<file path="config.mk">
export PLATFORM = sky130hd
export DESIGN_NAME = pressure_sensor_reader
export DESIGN_NICKNAME = d
export VERILOG_FILES = /design/src/rtl/pressure_sensor_reader.sv
export SDC_FILE = /design/constraint.sdc
export NUM_CORES = 1
export LEC_CHECK = 0
export BUFFER_PORTS_ARGS = -buffer_cell sky130_fd_sc_hd__buf_4
export CAP_MARGIN = 5
export CORE_MARGIN = 2
export CORE_UTILIZATION = 50
export DETAILED_ROUTE_END_ITERATION = 12
export GPL_ROUTABILITY_DRIVEN = 0
export PLACE_DENSITY = 0.68
export SYNTH_ARGS = -nofsm -noshare
export SYNTH_HDL_FRONTEND = slang
export SYNTH_SLANG_ARGS = --single-unit
</file>
<file path="constraint.sdc">
create_clock -name clk -period 2.5 [get_ports clk]
set_input_delay 0.5 -clock clk [delete_from_list [all_inputs] [get_ports clk]]
set_output_delay 0.5 -clock clk [all_outputs]
set_load 0.03 [all_outputs]
</file>
<file path="src/rtl/pressure_sensor_reader.sv">
// Periodically requests a sample from a serial pressure sensor and decodes its
// start/5-data/even-parity/stop frame into pData with pValid/pErr result pulses.
module pressure_sensor_reader #(
  parameter int unsigned SAMPLE_PERIOD = 1000,
  parameter int unsigned BIT_CYCLES    = 4,
  parameter int unsigned TIMEOUT       = 64
) (
  input  logic       clk,
  input  logic       rst,
  input  logic       en,
  input  logic       sData,
  output logic       sReq,
  output logic [4:0] pData,
  output logic       pValid,
  output logic       pErr,
  output logic [1:0] errCode,
  output logic       busy
);

  localparam int unsigned CMAX = (SAMPLE_PERIOD > BIT_CYCLES) ? SAMPLE_PERIOD : BIT_CYCLES;
  localparam int unsigned CW   = $clog2(CMAX) + 1;
  localparam int unsigned TW   = $clog2(TIMEOUT) + 1;

  typedef enum logic [2:0] {
    IDLE, REQ, WAIT_START, START, DATA, PARITY, STOP
  } state_t;

  state_t          state_q, state_d;
  logic [CW-1:0]   cnt_q, cnt_d;
  logic [TW-1:0]   tcnt_q, tcnt_d;
  logic [2:0]      nbit_q, nbit_d;
  logic [4:0]      shift_q, shift_d;
  logic            par_q, par_d;
  logic            sync1_q, sync2_q;
  logic            sreq_q, sreq_d;
  logic [4:0]      pdata_q, pdata_d;
  logic            pvalid_q, pvalid_d;
  logic            perr_q, perr_d;
  logic [1:0]      errcode_q, errcode_d;
  logic            bit_tick;

  always_ff @(posedge clk or posedge rst) begin
    if (rst) begin
      state_q   <= IDLE;
      cnt_q     <= '0;
      tcnt_q    <= '0;
      nbit_q    <= '0;
      shift_q   <= '0;
      par_q     <= 1'b0;
      sync1_q   <= 1'b1;
      sync2_q   <= 1'b1;
      sreq_q    <= 1'b0;
      pdata_q   <= 5'b10000;
      pvalid_q  <= 1'b0;
      perr_q    <= 1'b0;
      errcode_q <= '0;
    end else begin
      state_q   <= state_d;
      cnt_q     <= cnt_d;
      tcnt_q    <= tcnt_d;
      nbit_q    <= nbit_d;
      shift_q   <= shift_d;
      par_q     <= par_d;
      sync1_q   <= sData;
      sync2_q   <= sync1_q;
      sreq_q    <= sreq_d;
      pdata_q   <= pdata_d;
      pvalid_q  <= pvalid_d;
      perr_q    <= perr_d;
      errcode_q <= errcode_d;
    end
  end

  // cnt_q is shared: sample-period count in IDLE, cycles-within-bit elsewhere.
  assign bit_tick = (cnt_q == CW'(BIT_CYCLES - 1));

  always_comb begin
    state_d   = state_q;
    cnt_d     = cnt_q;
    tcnt_d    = tcnt_q;
    nbit_d    = nbit_q;
    shift_d   = shift_q;
    par_d     = par_q;
    pdata_d   = pdata_q;
    pvalid_d  = 1'b0;
    perr_d    = 1'b0;
    errcode_d = errcode_q;

    case (state_q)
      IDLE: begin
        if (!en) begin
          cnt_d = '0;
        end else if (cnt_q == CW'(SAMPLE_PERIOD - 1)) begin
          state_d = REQ;
          cnt_d   = '0;
        end else begin
          cnt_d = cnt_q + CW'(1);
        end
      end
      REQ: begin
        if (bit_tick) begin
          state_d = WAIT_START;
          cnt_d   = '0;
          tcnt_d  = '0;
        end else begin
          cnt_d = cnt_q + CW'(1);
        end
      end
      WAIT_START: begin
        if (!sync2_q) begin
          state_d = START;
          cnt_d   = '0;
        end else if (tcnt_q == TW'(TIMEOUT - 1)) begin
          state_d   = IDLE;
          cnt_d     = '0;
          perr_d    = 1'b1;
          errcode_d = 2'b01;
        end else begin
          tcnt_d = tcnt_q + TW'(1);
        end
      end
      START: begin
        // A start bit that is no longer low at mid-bit was a glitch; the timeout keeps running.
        if (cnt_q == CW'(BIT_CYCLES / 2 - 1)) begin
          cnt_d   = '0;
          nbit_d  = '0;
          state_d = sync2_q ? WAIT_START : DATA;
        end else begin
          cnt_d = cnt_q + CW'(1);
        end
      end
      DATA: begin
        if (bit_tick) begin
          cnt_d   = '0;
          shift_d = {shift_q[3:0], sync2_q};
          nbit_d  = nbit_q + 3'd1;
          if (nbit_q == 3'd4) state_d = PARITY;
        end else begin
          cnt_d = cnt_q + CW'(1);
        end
      end
      PARITY: begin
        if (bit_tick) begin
          cnt_d   = '0;
          par_d   = sync2_q;
          state_d = STOP;
        end else begin
          cnt_d = cnt_q + CW'(1);
        end
      end
      STOP: begin
        if (bit_tick) begin
          cnt_d   = '0;
          state_d = IDLE;
          if (!sync2_q) begin
            perr_d    = 1'b1;
            errcode_d = 2'b11;
          end else if (^{shift_q, par_q}) begin
            perr_d    = 1'b1;
            errcode_d = 2'b10;
          end else begin
            pdata_d  = shift_q;
            pvalid_d = 1'b1;
          end
        end else begin
          cnt_d = cnt_q + CW'(1);
        end
      end
      default: state_d = IDLE;
    endcase

    sreq_d = (state_d == REQ);
  end

  assign sReq    = sreq_q;
  assign pData   = pdata_q;
  assign pValid  = pvalid_q;
  assign pErr    = perr_q;
  assign errCode = errcode_q;
  assign busy    = (state_q != IDLE);

endmodule

</file>
# Word-level counts from Yosys, hierarchy flattened
# Index checks and enable logic that the tools add are counted.
# op_classes
reduce_logical	15
n_addsub	3
muxes	42
bitwise	1
n_eq_ne	21
# op_table
op	n
$mux W11	6
$pmux W11 S4	1
$mux W3	13
$mux W7	3
$pmux W3 S7	1
$ne A2 B2 Y1 const B	7
$pmux W7 S2	1
$eq A3 B3 Y1 const B	4
$add A11 B1 Y11 const B	1
$eq A11 B1 Y1 const B	1
$eq A11 B10 Y1 const B	1
$eq A11 B2 Y1 const B	1
$mux W2	5
$mux W1	9
$reduce_and A4 Y1	2
$add A7 B1 Y7 const B	1
$eq A7 B6 Y1 const B	1
$eq A3 B1 Y1 const B	2
$eq A3 B2 Y1 const B	2
$ne A3 B3 Y1 const B	2
$pmux W3 S2	1
$reduce_and A2 Y1	3
$reduce_bool A2 Y1	3
$reduce_xor A6 Y1	1
10 further kinds	10
# word_totals
wordCells	95
inputBits	4
output_inout_bits	11
regBits	42

# Depth between registers and ports, before layout
# Gate-level depths: netlist (run 1).
# depth
ltp_word	5
ltp_mapped	7
mapped_depth_nobuf	6

# Worst setup path after synthesis (run 1)
# No wires, ideal clock.
# synth_path
path_type	flip-flop to flip-flop
start	register cnt_q[0]
end	register shift_q[0]
setup_time_ns	0.125
required_ns	2.375
stages_incl_launch_ff	6
path_buffers	0
synth_period_minus_slack_ns	2.000
path_slack_ns	0.500
arrival_ns	1.875
path_cell_list	dfrtp_1 > ha_1 > nor3b_2 > nand3_2 > nor4b_4 > mux2_2
# synth_via
elab_chain_cells	2
# synth_lines
item	line_no	rtl
start, declared	29	logic [CW-1:0] cnt_q, cnt_d;
start signal, assigned	59	cnt_q <= cnt_d;
$eq A11 B2 Y1	75	assign bit_tick = (cnt_q == CW'(BIT_CYCLES - 1));
$reduce_and A2 Y1 (no line)	--	
end signal, assigned	62	shift_q <= shift_d;
end, declared	32	logic [4:0] shift_q, shift_d;
# Every way passes these cells.
# A chain may end at the register's enable or synchronous reset.

# Worst setup path in the final report (run 1)
# layout_path
start	register cnt_q[0]
end	register tcnt_q[5]
# layout_via
elab_chain_cells	3
# layout_lines
item	line_no	rtl
$eq A11 B2 Y1	75	
$ne A2 B2 Y1 (no line)	--	
$reduce_and A4 Y1 (no line)	--	
end signal, assigned	60	tcnt_q <= tcnt_d;
end, declared	30	logic [TW-1:0] tcnt_q, tcnt_d;
# Every way passes these cells.

==> results of run 1 <==
==> power groups by stage <==
| stage | Combinational, mW | Clock [mW] | Sequential [mW] |
|---|---|---|---|
| CTS | 0.0503 | 0.476 | 0.694 |
| global placement | 0.0482 | 0 | 0.707 |
| floorplan | 0.0377 | 0 | 0.703 |
| detailed placement | 0.0501 | 0 | 0.707 |
| global route | 0.0565 | 0.504 | 0.695 |
| finish | 0.0496 | 0.458 | 0.694 |
==> metrics by stage <==
stage	util, %	total power [mW]	setup WS (ns)	instances	hold slack (ns)
floorplan	-	0.741	0.500	225	0.345
global placement	56.6	0.755	0.297	290	0.346
detailed placement	56.6	0.757	0.211	290	0.347
CTS	58.7	1.22	0.192	298	0.284
global route	58.8	1.26	0.0337	298	0.278
finish	58.8	1.20	0.203	298	0.292
==> registers in the layout (all words and copies together), names as in the netlist <==
name,cells
par_q,1
sync2_q,1
cnt_q,11
nbit_q,3
state_q,3
pData,5
shift_q,5
sync1_q,1
tcnt_q,7
errCode,2
pErr,1
pValid,1
sReq,1
==> worst max-delay path by stage <==
| stage | start | end | slack (ns) |
|---|---|---|---|
| final | cnt_q[0]$_DFFE_PP0P_ | tcnt_q[5]$_DFFE_PP0P_ | 0.20 |
| after global routing | cnt_q[0]$_DFFE_PP0P_ | tcnt_q[5]$_DFFE_PP0P_ | 0.03 |
| after CTS | cnt_q[0]$_DFFE_PP0P_ | tcnt_q[5]$_DFFE_PP0P_ | 0.19 |
| after detailed placement | cnt_q[0]$_DFFE_PP0P_ | tcnt_q[5]$_DFFE_PP0P_ | 0.21 |
| after global placement | cnt_q[0]$_DFFE_PP0P_ | tcnt_q[5]$_DFFE_PP0P_ | 0.30 |
| after floorplan | cnt_q[0]$_DFFE_PP0P_ | shift_q[0]$_DFFE_PP0P_ | 0.50 |
==> metal layers <==
layer  vias up  routed length [um]  GRT usage, %
li1        867                   -             -
met1       846                2350          30.6
met2        43                1950          28.6
met3         6                 216          4.22
met4         0                  57          5.66
met5         -                   0             0
==> cells in the mapped netlist (6+ instances only) <==
master,n,area [um^2]
nand4_1,7,43.8
o21ai_0,13,65.1
inv_1,10,37.5
nor2_1,13,48.8
dfrtp_1,39,976
mux2_2,11,124
a21oi_1,7,35.0
nand3_1,11,55.1
xnor2_1,6,52.6
nand2_1,15,56.3
nor3_1,8,40.0
a21o_1,6,45.0
and3_1,6,37.5
==> critical path: stages, from the launching register on <==
cell and delay, ns:
dfrtp_1 0.44, ha_1 0.31, nor3b_4 0.29, nand4_1 0.19
a21o_1 0.33, or4_1 0.52, a21oi_1 0.15
==> cell families (layout without fill, tap and decap cells) <==
logic type | after synthesis | count (layout) | share of synthesized area, %
AO/OA/AOI/OAI | 47 | 47 | 14.3
AND/OR/NAND/NOR | 91 | 91 | 23.5
multiplexers | 14 | 14 | 6.72
adder cells (fa/ha/maj) | 5 | 5 | 2.73
XOR/XNOR | 7 | 7 | 3.28
buffers and inverters | 19 | 40 | 3.44
flip-flops | 42 | 42 | 46.0
==> what timing repair did <==
action | CTS | global route
hold buffers | 0 | 0
gates resized for setup | 0 | 1
endpoints found under the setup margin | 0 | 1
==> area by class of cell <==
class	instances	area (um^2)
clock buffers	5	68.8
multi-input cells	164	1160
clock inverters	3	25.0
fillers	381	1800
repair buffers	22	165
inverters	10	37.5
flip-flops and latches	42	1050
well taps	52	65.1
==> metrics.yaml, run 1 <==
drt:
  drc: 0
  route.final.wire_length_um: 4570
  ant_nets: 0
  viasPerCell: 5.91
  drt_iter0_drc: 119
  via_count: 1762
  wl_per_cell_um: 15.3
  dr.pass1.iters: 4
timing:
  rsz0062_at_grt: "false"
  setup_tns_ns: 0
  slew_headroom_pct: 54.0
  max_freq_ghz: 0.435
  hold_viol_final: 0
  setup-violations-final: 0
  finalClockSkew_ns: 0.00809
  worst_pin_slew_ns: 0.680
  period_share_pct: 91.9
  slew_violations: 0
  final.min_clock_period_ns: 2.30
power_and_ir_drop:
  p_int_uw: 903
  p_seq_share_pct: 57.8
  pwr-share-comb_pct: 4.1
  swShare_pct: 24.9
  p_per_area_nw_per_um2: 466
  clkPwrFrac_pct: 38.1
  leakagePower_nw: 1.20
  peakVddDrop_uv: 338
  p_sw_uw: 299
synthesis:
  synth_edf_count: 0
  async_flop_share_pct: 100
  synth_ff_type: "dfrtp_1"
  synth-seq-area-share_pct: 46.0
  yosys_warnings: 0
  synthesis.nets: 234
  netlist_instances: 225
  post_synth.cell_area_avg_um2: 10.2
  synth-seq-cells: 42
  synth_area_um2: 2290
  synth_cell_types: 54
status:
  outcome: "completed"
layout:
  final_cell_mix: "dfrtp_1 (39), buf_4 (22), nand2_1 (15)"
  diodes: 0
  drive_gt1_share_pct: 21.1
  syn2layout_area_growth_pct: 12.6
  finalInstanceArea_um2: 2580
  final_nets: 254
  layout_commonest_cell: "dfrtp_1"
floorplan:
  ioPinCount: 15
  die_x_um: 71.7
  core_region_area_um2: 4380
  start_util_pct: 52.3
  rows: 24
  dieArea_um2: 5140
  die_h_um: 71.7
global_routing:
  grt_pass1_wl_um: 7920
  grt_max_degree: 43
  grt.total_usage_pct: 20.0
  first_global_vias: 1670
  grt-ovfl-total: 0
  antenna_found_initial: 0
cts:
  cts_tree: "done"
  clockBufferDepth: 2
  h-tree-depth: 2
  clk_pin_slew_ns: 0.09
  cts_made_buffers: 5
  cts_setup_buffers: 0
  cts_sinks: 42
  clockRootBuffer: "clkbuf_8"
  clk_latency_ns: 0.30
flow_run:
  cap_viol_max_count: 0
critical_path:
  worst_r2r_path_depth: 6
  cp.required_ns: 2.73
  timing.rr.start: "cnt_q[0]$_DFFE_PP0P_"
  cp.arrival_ns: 2.53
  start_kind: "flip-flop"
  r2r-end: "tcnt_q[5]$_DFFE_PP0P_"
  crit_fanout: 11
  endpoint_kind: "flip-flop"
  critical_path_class: "flip-flop to flip-flop"
  reg2reg_slack_ns: 0.20
worst_hold_path:
  min_to: "sync1_q$_DFF_PP1_"
  hold_path_depth: 1
  holdCritPathClass: "input pin to flip-flop"
  hp-start: "sData"
placed_design:
  io_buffer_count: 14
  place_hpwl_um: 3310
  placed_area_um2: 2480
Power figures use the tool's default switching activity.
==> run 2: changes to the inputs <==
--- a/config.mk
+++ b/config.mk
@@ -8,10 +8,9 @@
 export BUFFER_PORTS_ARGS = -buffer_cell sky130_fd_sc_hd__buf_4
 export CAP_MARGIN = 5
 export CORE_MARGIN = 2
-export CORE_UTILIZATION = 50
+export CORE_UTILIZATION = 30
 export DETAILED_ROUTE_END_ITERATION = 12
 export GPL_ROUTABILITY_DRIVEN = 0
-export PLACE_DENSITY = 0.68
 export SYNTH_ARGS = -nofsm -noshare
 export SYNTH_HDL_FRONTEND = slang
 export SYNTH_SLANG_ARGS = --single-unit
==> metrics.yaml, run 2 (synthesis results as in run 1) <==
floorplan:
  die_x_um: 91.4  # +27%
  dieArea_um2: 8350  # +62%
  core_region_area_um2: 7330  # +67%
  rows: 31  # +29%
  die_h_um: 91.4  # +27%
  start_util_pct: 31.3  # -21 points
  ioPinCount: 15  # unchanged
critical_path:
  slowest_delay_ns: 0.53  # about the same
  worst_r2r_path_depth: 6  # unchanged
  crit_fanout: 11  # unchanged
  timing.rr.start: "cnt_q[0]$_DFFE_PP0P_"
  r2r-end: "tcnt_q[5]$_DFFE_PP0P_"
  start_kind: "flip-flop"
  reg2reg_slack_ns: 0.23  # +0.02 ns
  cp.required_ns: 2.73  # about the same
  crit_chain: "ha_1 -> nor3b_4 -> nand4_1 -> a21o_1 -> or4_1 -> a21oi_1"
  cp.arrival_ns: 2.50  # -0.03 ns
  critical_path_class: "flip-flop to flip-flop"
  endpoint_kind: "flip-flop"
  cp_slowest_cell: "or4_1"
cts:
  cts_setup_buffers: 0  # unchanged
  clockRootBuffer: "clkbuf_8"
  cts_sinks: 42  # unchanged
  h-tree-depth: 2  # unchanged
  clk_pin_slew_ns: 0.08  # about the same
  clockBufferDepth: 2  # unchanged
  cts_made_buffers: 5  # unchanged
  clk_latency_ns: 0.30  # about the same
  cts_tree: "done"
timing:
  setup_tns_ns: 0  # unchanged
  rsz0062_at_grt: "false"
  setup-violations-final: 0  # unchanged
  worst_pin_slew_ns: 0.461  # -0.219 ns
  period_share_pct: 91.0  # -0.91 points
  max_freq_ghz: 0.440  # +1.0%
  finalHoldWorstSlack_ns: 0.217  # -0.0755 ns
  slew_violations: 0  # unchanged
  hold_viol_final: 0  # unchanged
  finalClockSkew_ns: 0.00661  # -0.00147 ns
  slew_headroom_pct: 69.3  # +15 points
  final.min_clock_period_ns: 2.27  # -0.0228 ns
layout:
  drive_gt1_share_pct: 21.1  # unchanged
  diodes: 0  # unchanged
  top_register: "cnt_q"
  largest_registers: "cnt_q x11, tcnt_q x7"
  syn2layout_area_growth_pct: 16.4
  fill_cells: 734  # +93%
  final_cell_mix: "dfrtp_1 (39), buf_4 (21), nand2_1 (15)"
  layout_commonest_cell: "dfrtp_1"
  largest_register_ffs: 11  # unchanged
  stdcell_count: 345  # +16%
  final_nets: 254  # unchanged
placed_design:
  io_buffer_count: 14  # unchanged
  place_hpwl_um: 3340  # +0.99%
  placed_cells: 337  # +16%
drt:
  wl_per_cell_um: 13.4  # -13%
  dr.pass1.iters: 4  # unchanged
  drc: 0  # unchanged
  route.final.wire_length_um: 4620  # +1.0%
  ant_nets: 0  # unchanged
  viasPerCell: 5.14  # -13%
  via_count: 1773  # +0.62%
  drt_iter0_drc: 108  # -9.2%
global_routing:
  first_global_vias: 1632  # -2.3%
  grt_pass1_wl_um: 7960  # +0.52%
  grt.total_usage_pct: 11.8  # -8.1 points
  grt-ovfl-total: 0  # unchanged
  antenna_found_initial: 0  # unchanged
  grt_max_degree: 43  # unchanged
power_and_ir_drop:
  p_int_uw: 998  # +10%
  leakagePower_nw: 1.21  # +1.2%
  p_seq_share_pct: 54.5  # -3.3 points
  swShare_pct: 21.7  # -3.1 points
  peakVddDrop_uv: 218  # -36%
  p_sw_uw: 277  # -7.2%
  p_per_area_nw_per_um2: 478  # +2.6%
  pwr-share-comb_pct: 4.1  # about the same
  clkPwrFrac_pct: 41.5  # +3.4 points
flow_run:
  cap_viol_max_count: 0  # unchanged
worst_hold_path:
  holdCritPathClass: "input pin to asynchronous set/reset pin"
status:
  outcome: "completed"
run 2: changes by cell type in the layout (fill, tap and decap cells not counted), sizes merged:
cell | previous run | this run
clkinv | 1 | 3
clkinvlp | 1 | 0
bufinv | 0 | 1
inv | 11 | 9
run 2: worst max-delay path by stage:
stage,depth (start not counted),slack (ns),startpoint,to
after floorplan,5,0.50,cnt_q[0]$_DFFE_PP0P_,shift_q[0]$_DFFE_PP0P_
after global placement,6,0.30,cnt_q[0]$_DFFE_PP0P_,tcnt_q[5]$_DFFE_PP0P_
after detailed placement,6,0.23,cnt_q[0]$_DFFE_PP0P_,tcnt_q[5]$_DFFE_PP0P_
after CTS,6,0.18,cnt_q[0]$_DFFE_PP0P_,tcnt_q[5]$_DFFE_PP0P_
after global routing,6,0.03,cnt_q[0]$_DFFE_PP0P_,tcnt_q[5]$_DFFE_PP0P_
final,6,0.23,cnt_q[0]$_DFFE_PP0P_,tcnt_q[5]$_DFFE_PP0P_
run 2: final cells by class:
class,instances,area (um^2),share of cell area [%]
well taps,99,124,4.65
flip-flops and latches,42,1050,39.6
inverters,10,37.5,1.41
clock buffers,5,68.8,2.58
clock inverters,3,40.0,1.50
multi-input cells,164,1160,43.6
repair buffers,22,178,6.66
run 2: repair_timing:
| action | 4_1_cts | 5_1_grt |
|---|---|---|
| resized for setup | 0 | 1 |
| setup endpoints to repair | 0 | 1 |
| hold buffers | 0 | 0 |
run 2: per-stage QoR:
stage	setup WS (ns)	utilization (%)	power, mW	instance area (um^2)
floorplan	0.500	-	0.741	2290
global placement	0.295	34.8	0.759	2550
detailed placement	0.226	34.8	0.760	2550
CTS	0.183	36.3	1.30	2660
global route	0.0285	36.4	1.32	2670
finish	0.226	36.4	1.27	2670
run 2: power groups by stage:
stage	Sequential, mW	Clock [mW]	Combinational (mW)
after global routing	0.695	0.568	0.0592
final	0.694	0.529	0.0520
after detailed placement	0.707	0	0.0524
after CTS	0.694	0.549	0.0527
after floorplan	0.703	0	0.0377
after global placement	0.707	0	0.0518
run 2: worst max-delay path, delay by kind of cell, from the launching register on:
family | cells | cell delay (ns)
adders and majority gates | 1 | 0.29
AOI/OAI and AO/OA | 2 | 0.47
DFF | 1 | 0.43
and+or+nand+nor | 3 | 1.02
run 2: metal layers:
metal	part of all wire [%]	vias up	routed length [um]	GRT usage, %
met4	1.5	0	67	4.17
met5	0	-	0	0
met3	4.1	7	187	2.82
li1	-	867	-	-
met2	45	35	2070	17.8
met1	50	864	2290	16.5
==> run 3: changes to the inputs <==
--- a/config.mk
+++ b/config.mk
@@ -5,11 +5,12 @@
 export SDC_FILE = /design/constraint.sdc
 export NUM_CORES = 1
 export LEC_CHECK = 0
-export BUFFER_PORTS_ARGS = -buffer_cell sky130_fd_sc_hd__buf_4
+export ABC_AREA = 1
 export CAP_MARGIN = 5
 export CORE_MARGIN = 2
 export CORE_UTILIZATION = 30
 export DETAILED_ROUTE_END_ITERATION = 12
+export DONT_BUFFER_PORTS = 1
 export GPL_ROUTABILITY_DRIVEN = 0
 export SYNTH_ARGS = -nofsm -noshare
 export SYNTH_HDL_FRONTEND = slang
==> constraint.sdc (replaced) <==
create_clock -name clk -period 1.9 [get_ports clk]
set_input_delay 0.38 -clock clk [delete_from_list [all_inputs] [get_ports clk]]
set_output_delay 0.38 -clock clk [all_outputs]
set_load 0.03 [all_outputs]
==> metrics.yaml, run 3 <==
placed_design:
  place_hpwl_um: 3860  # +16%
  io_buffer_count: 0  # -14
synthesis:
  yosysTopAreaCell: "dfrtp_1"
  yosys_warnings: 0  # unchanged
  synth_common_cells: "nand2_1 (105), inv_1 (41), dfrtp_1 (39), nor2_1 (39), nand3_1 (29)"
  post_synth.cell_area_avg_um2: 7.32  # -28%
  synthTopCellsByArea: "dfrtp_1 (39%), nand2_1 (16%), inv_1 (6.1%)"
  synth_cell_types: 32  # -41%
  synth-seq-cells: 42  # unchanged
  synth_area_um2: 2500  # +9.3%
  synthesis.nets: 351  # +50%
  yosysMostFrequentCell: "nand2_1"
  synth-seq-area-share_pct: 42.1  # -3.9 points
  netlist_instances: 342  # +52%
  async_flop_share_pct: 100  # unchanged
  synth_ff_type: "dfrtp_1"
  synth_edf_count: 0  # unchanged
  netlist.area_leader.share_pct: 39.0  # -3.6 points
cts:
  clockBufferDepth: 2  # unchanged
  clockRootBuffer: "clkbuf_8"
  h-tree-depth: 2  # unchanged
  cts_tree: "done"
  clk_latency_ns: 0.30  # about the same
  clk_pin_slew_ns: 0.09  # about the same
  cts_sinks: 42  # unchanged
  cts_setup_buffers: 0  # unchanged
  cts_made_buffers: 5  # unchanged
drt:
  drt_iter0_drc: 58  # -46%
  viasPerCell: 4.57  # -11%
  wl_per_cell_um: 11.0  # -18%
  drc: 0  # unchanged
  ant_nets: 0  # unchanged
  dr.pass1.iters: 4  # unchanged
  via_count: 2087  # +18%
  route.final.wire_length_um: 5020  # +8.8%
floorplan:
  core_region_area_um2: 8130  # +11%
  start_util_pct: 30.8  # -0.46 points
  die_x_um: 95.4  # +4.4%
  rows: 33  # +6.5%
  ioPinCount: 15  # unchanged
  die_h_um: 95.4  # +4.4%
  dieArea_um2: 9100  # +8.9%
timing:
  final.min_clock_period_ns: 1.72  # -0.555 ns
  period_share_pct: 90.5  # -0.46 points
  rsz0062_at_grt: "false"
  setup-violations-final: 0  # unchanged
  setup_tns_ns: 0  # unchanged
  hold_viol_final: 0  # unchanged
  worst_pin_slew_ns: 0.437  # -0.0237 ns
  slew_violations: 0  # unchanged
  finalClockSkew_ns: 0.0106  # +0.00400 ns
  max_freq_ghz: 0.582  # +32%
  slew_headroom_pct: 70.7  # +1.5 points
power_and_ir_drop:
  p_int_mw: 1.62  # +62%
  p_per_area_nw_per_um2: 1060  # +120%
  p_sw_mw: 1.31  # +370%
  leakagePower_nw: 1.36  # +12%
  swShare_pct: 44.6  # +23 points
  pwr-share-comb_pct: 38.7  # +35 points
  peakVddDrop_uv: 386  # +77%
  p_seq_share_pct: 40.4  # -14 points
  clkPwrFrac_pct: 20.9  # -21 points
  power.total_mw: 2.93  # +130%
global_routing:
  first_global_vias: 2062  # +26%
  grt.total_usage_pct: 12.6  # +0.77 points
  grt_pass1_wl_um: 9130  # +15%
  grt-ovfl-total: 0  # unchanged
  antenna_found_initial: 0  # unchanged
  grt_max_degree: 29  # -33%
layout:
  final_cell_mix: "nand2_1 (105), inv_1 (41), nor2_1 (39), dfrtp_1 (39), nand3_1 (29)"
  syn2layout_area_growth_pct: 9.89
  fill_cells: 819  # +12%
  multiInputGateArea_um2: 1250  # +7.1%
  diodes: 0  # unchanged
  final_nets: 360  # +42%
  top_register: "cnt_q"
  ff_latch_area_um2: 1050  # unchanged
  drive_gt1_share_pct: 12.8  # -8.4 points
  largest_registers: "cnt_q x11, tcnt_q x7"
  layout_commonest_cell: "nand2_1"
  largest_register_ffs: 11  # unchanged
status:
  outcome: "completed"
critical_path:
  crit_chain: "ha_1 -> nand2_1 -> clkinv_1 -> nand3_1 -> nor2_1 -> nor2_4 -> nor2_2 -> nor2_4 -> inv_4 -> nand2_1 -> nand2_1"
  critPathTopFamily: "simple AND/OR/NAND/NOR gates"
  start_kind: "flip-flop"
  crit_fanout: 8  # -3
  critical_path_class: "flip-flop to flip-flop"
  endpoint_kind: "flip-flop"
  critPathBufInv: 2  # +2
  cp.required_ns: 2.09  # -0.64 ns
  cp.arrival_ns: 1.91  # -0.59 ns
  path_common_cell: "nand2_1"
  cp_slowest_cell: "dfrtp_1"
  slowest_delay_ns: 0.42  # -0.11 ns
worst_hold_path:
  holdCritPathClass: "input pin to flip-flop"
flow_run:
  cap_viol_max_count: 0  # unchanged
==> run 3: cell types whose count changed after synthesis, sizes merged, moves of 5 or more <==
cell / delta
nand2: +94
inv: +38
nor2: +35
nand3: +21
mux2: -11
o21ai: +8
xor2: +7
a21o: -6
a21oi: -6
and3: -5
nor2b: -5
==> run 3: area by class of cell <==
| cell class | count | area share (%) |
|---|---|---|
| flip-flops and latches | 42 | 38.3 |
| clock buffers | 5 | 2.50 |
| inverters | 49 | 6.77 |
| repair buffers | 5 | 1.45 |
| clock inverters | 3 | 0.909 |
| multi-input cells | 248 | 45.3 |
| well taps | 105 | 4.77 |
==> run 3: worst register-to-register path, delay by kind of cell (launching register included) <==
kind | cells | cell delay [ns]
fa+ha+maj | 1 | 0.24
buf+inv | 2 | 0.18
flops | 1 | 0.42
simple gates | 8 | 0.77
==> run 3: logic make-up (layout without fill, tap and decap cells) <==
| logic type | count (synthesis) | in the layout | share of synthesized area (%) |
|---|---|---|---|
| simple gates | 210 | 210 | 38.9 |
| flops | 42 | 42 | 42.1 |
| xor+xnor | 9 | 9 | 3.15 |
| compound gates | 24 | 24 | 5.14 |
| fa+ha+maj | 5 | 5 | 2.50 |
| buf+inv | 52 | 62 | 8.24 |
==> run 3: routing by layer <==
metal | routed length [um] | vias up | global-route usage, % | share of wire (%)
met2 | 2230 | 47 | 20.1 | 44
met4 | 30 | 0 | 3.69 | 0.60
met1 | 2450 | 944 | 16.7 | 49
met3 | 310 | 4 | 3.40 | 6.2
met5 | 0 | - | 0 | 0
li1 | - | 1092 | - | -
==> run 3: timing repair <==
item / in CTS / in global routing
gates resized for setup: 0 / 1
setup endpoints to repair: 0 / 1
hold endpoints to repair: 13 / 0
hold buffers: 1 / 0
==> run 3: power groups by stage <==
stage	clock [mW]	sequential (mW)	combinational, mW
after floorplan	0	1.17	0.920
after global placement	0	1.19	1.12
final	0.612	1.18	1.13
after global routing	0.678	1.20	1.30
after detailed placement	0	1.20	1.14
after CTS	0.631	1.18	1.15
==> run 3: worst paths after layout <==
check | slack, ns | endpoint | startpoint | depth (start not counted)
max reg2reg | 0.18 | tcnt_q[1]$_DFFE_PP0P_ | tcnt_q[0]$_DFFE_PP0P_ | 11
max | 0.18 | tcnt_q[1]$_DFFE_PP0P_ | tcnt_q[0]$_DFFE_PP0P_ | 11
min in group asynchronous | 0.54 | pData[0]$_DFFE_PP0P_ | rst | 3
max in group asynchronous | 0.97 | sync1_q$_DFF_PP1_ | rst | 3
min | 0.07 | sync1_q$_DFF_PP1_ | sData | 0
min reg2reg | 0.36 | sync2_q$_DFF_PP1_ | sync1_q$_DFF_PP1_ | 0
==> run 3: metrics by stage <==
stage	area [um^2]	util (%)	setup slack (ns)	hold WS [ns]	instances
detailed placement	2650	32.5	0.188	0.314	448
CTS	2750	33.8	0.161	0.0630	457
global placement	2650	32.5	0.229	0.301	448
floorplan	2500	-	0.364	0.345	342
finish	2750	33.8	0.181	0.0711	457
global route	2750	33.8	0.00475	0.0562	457
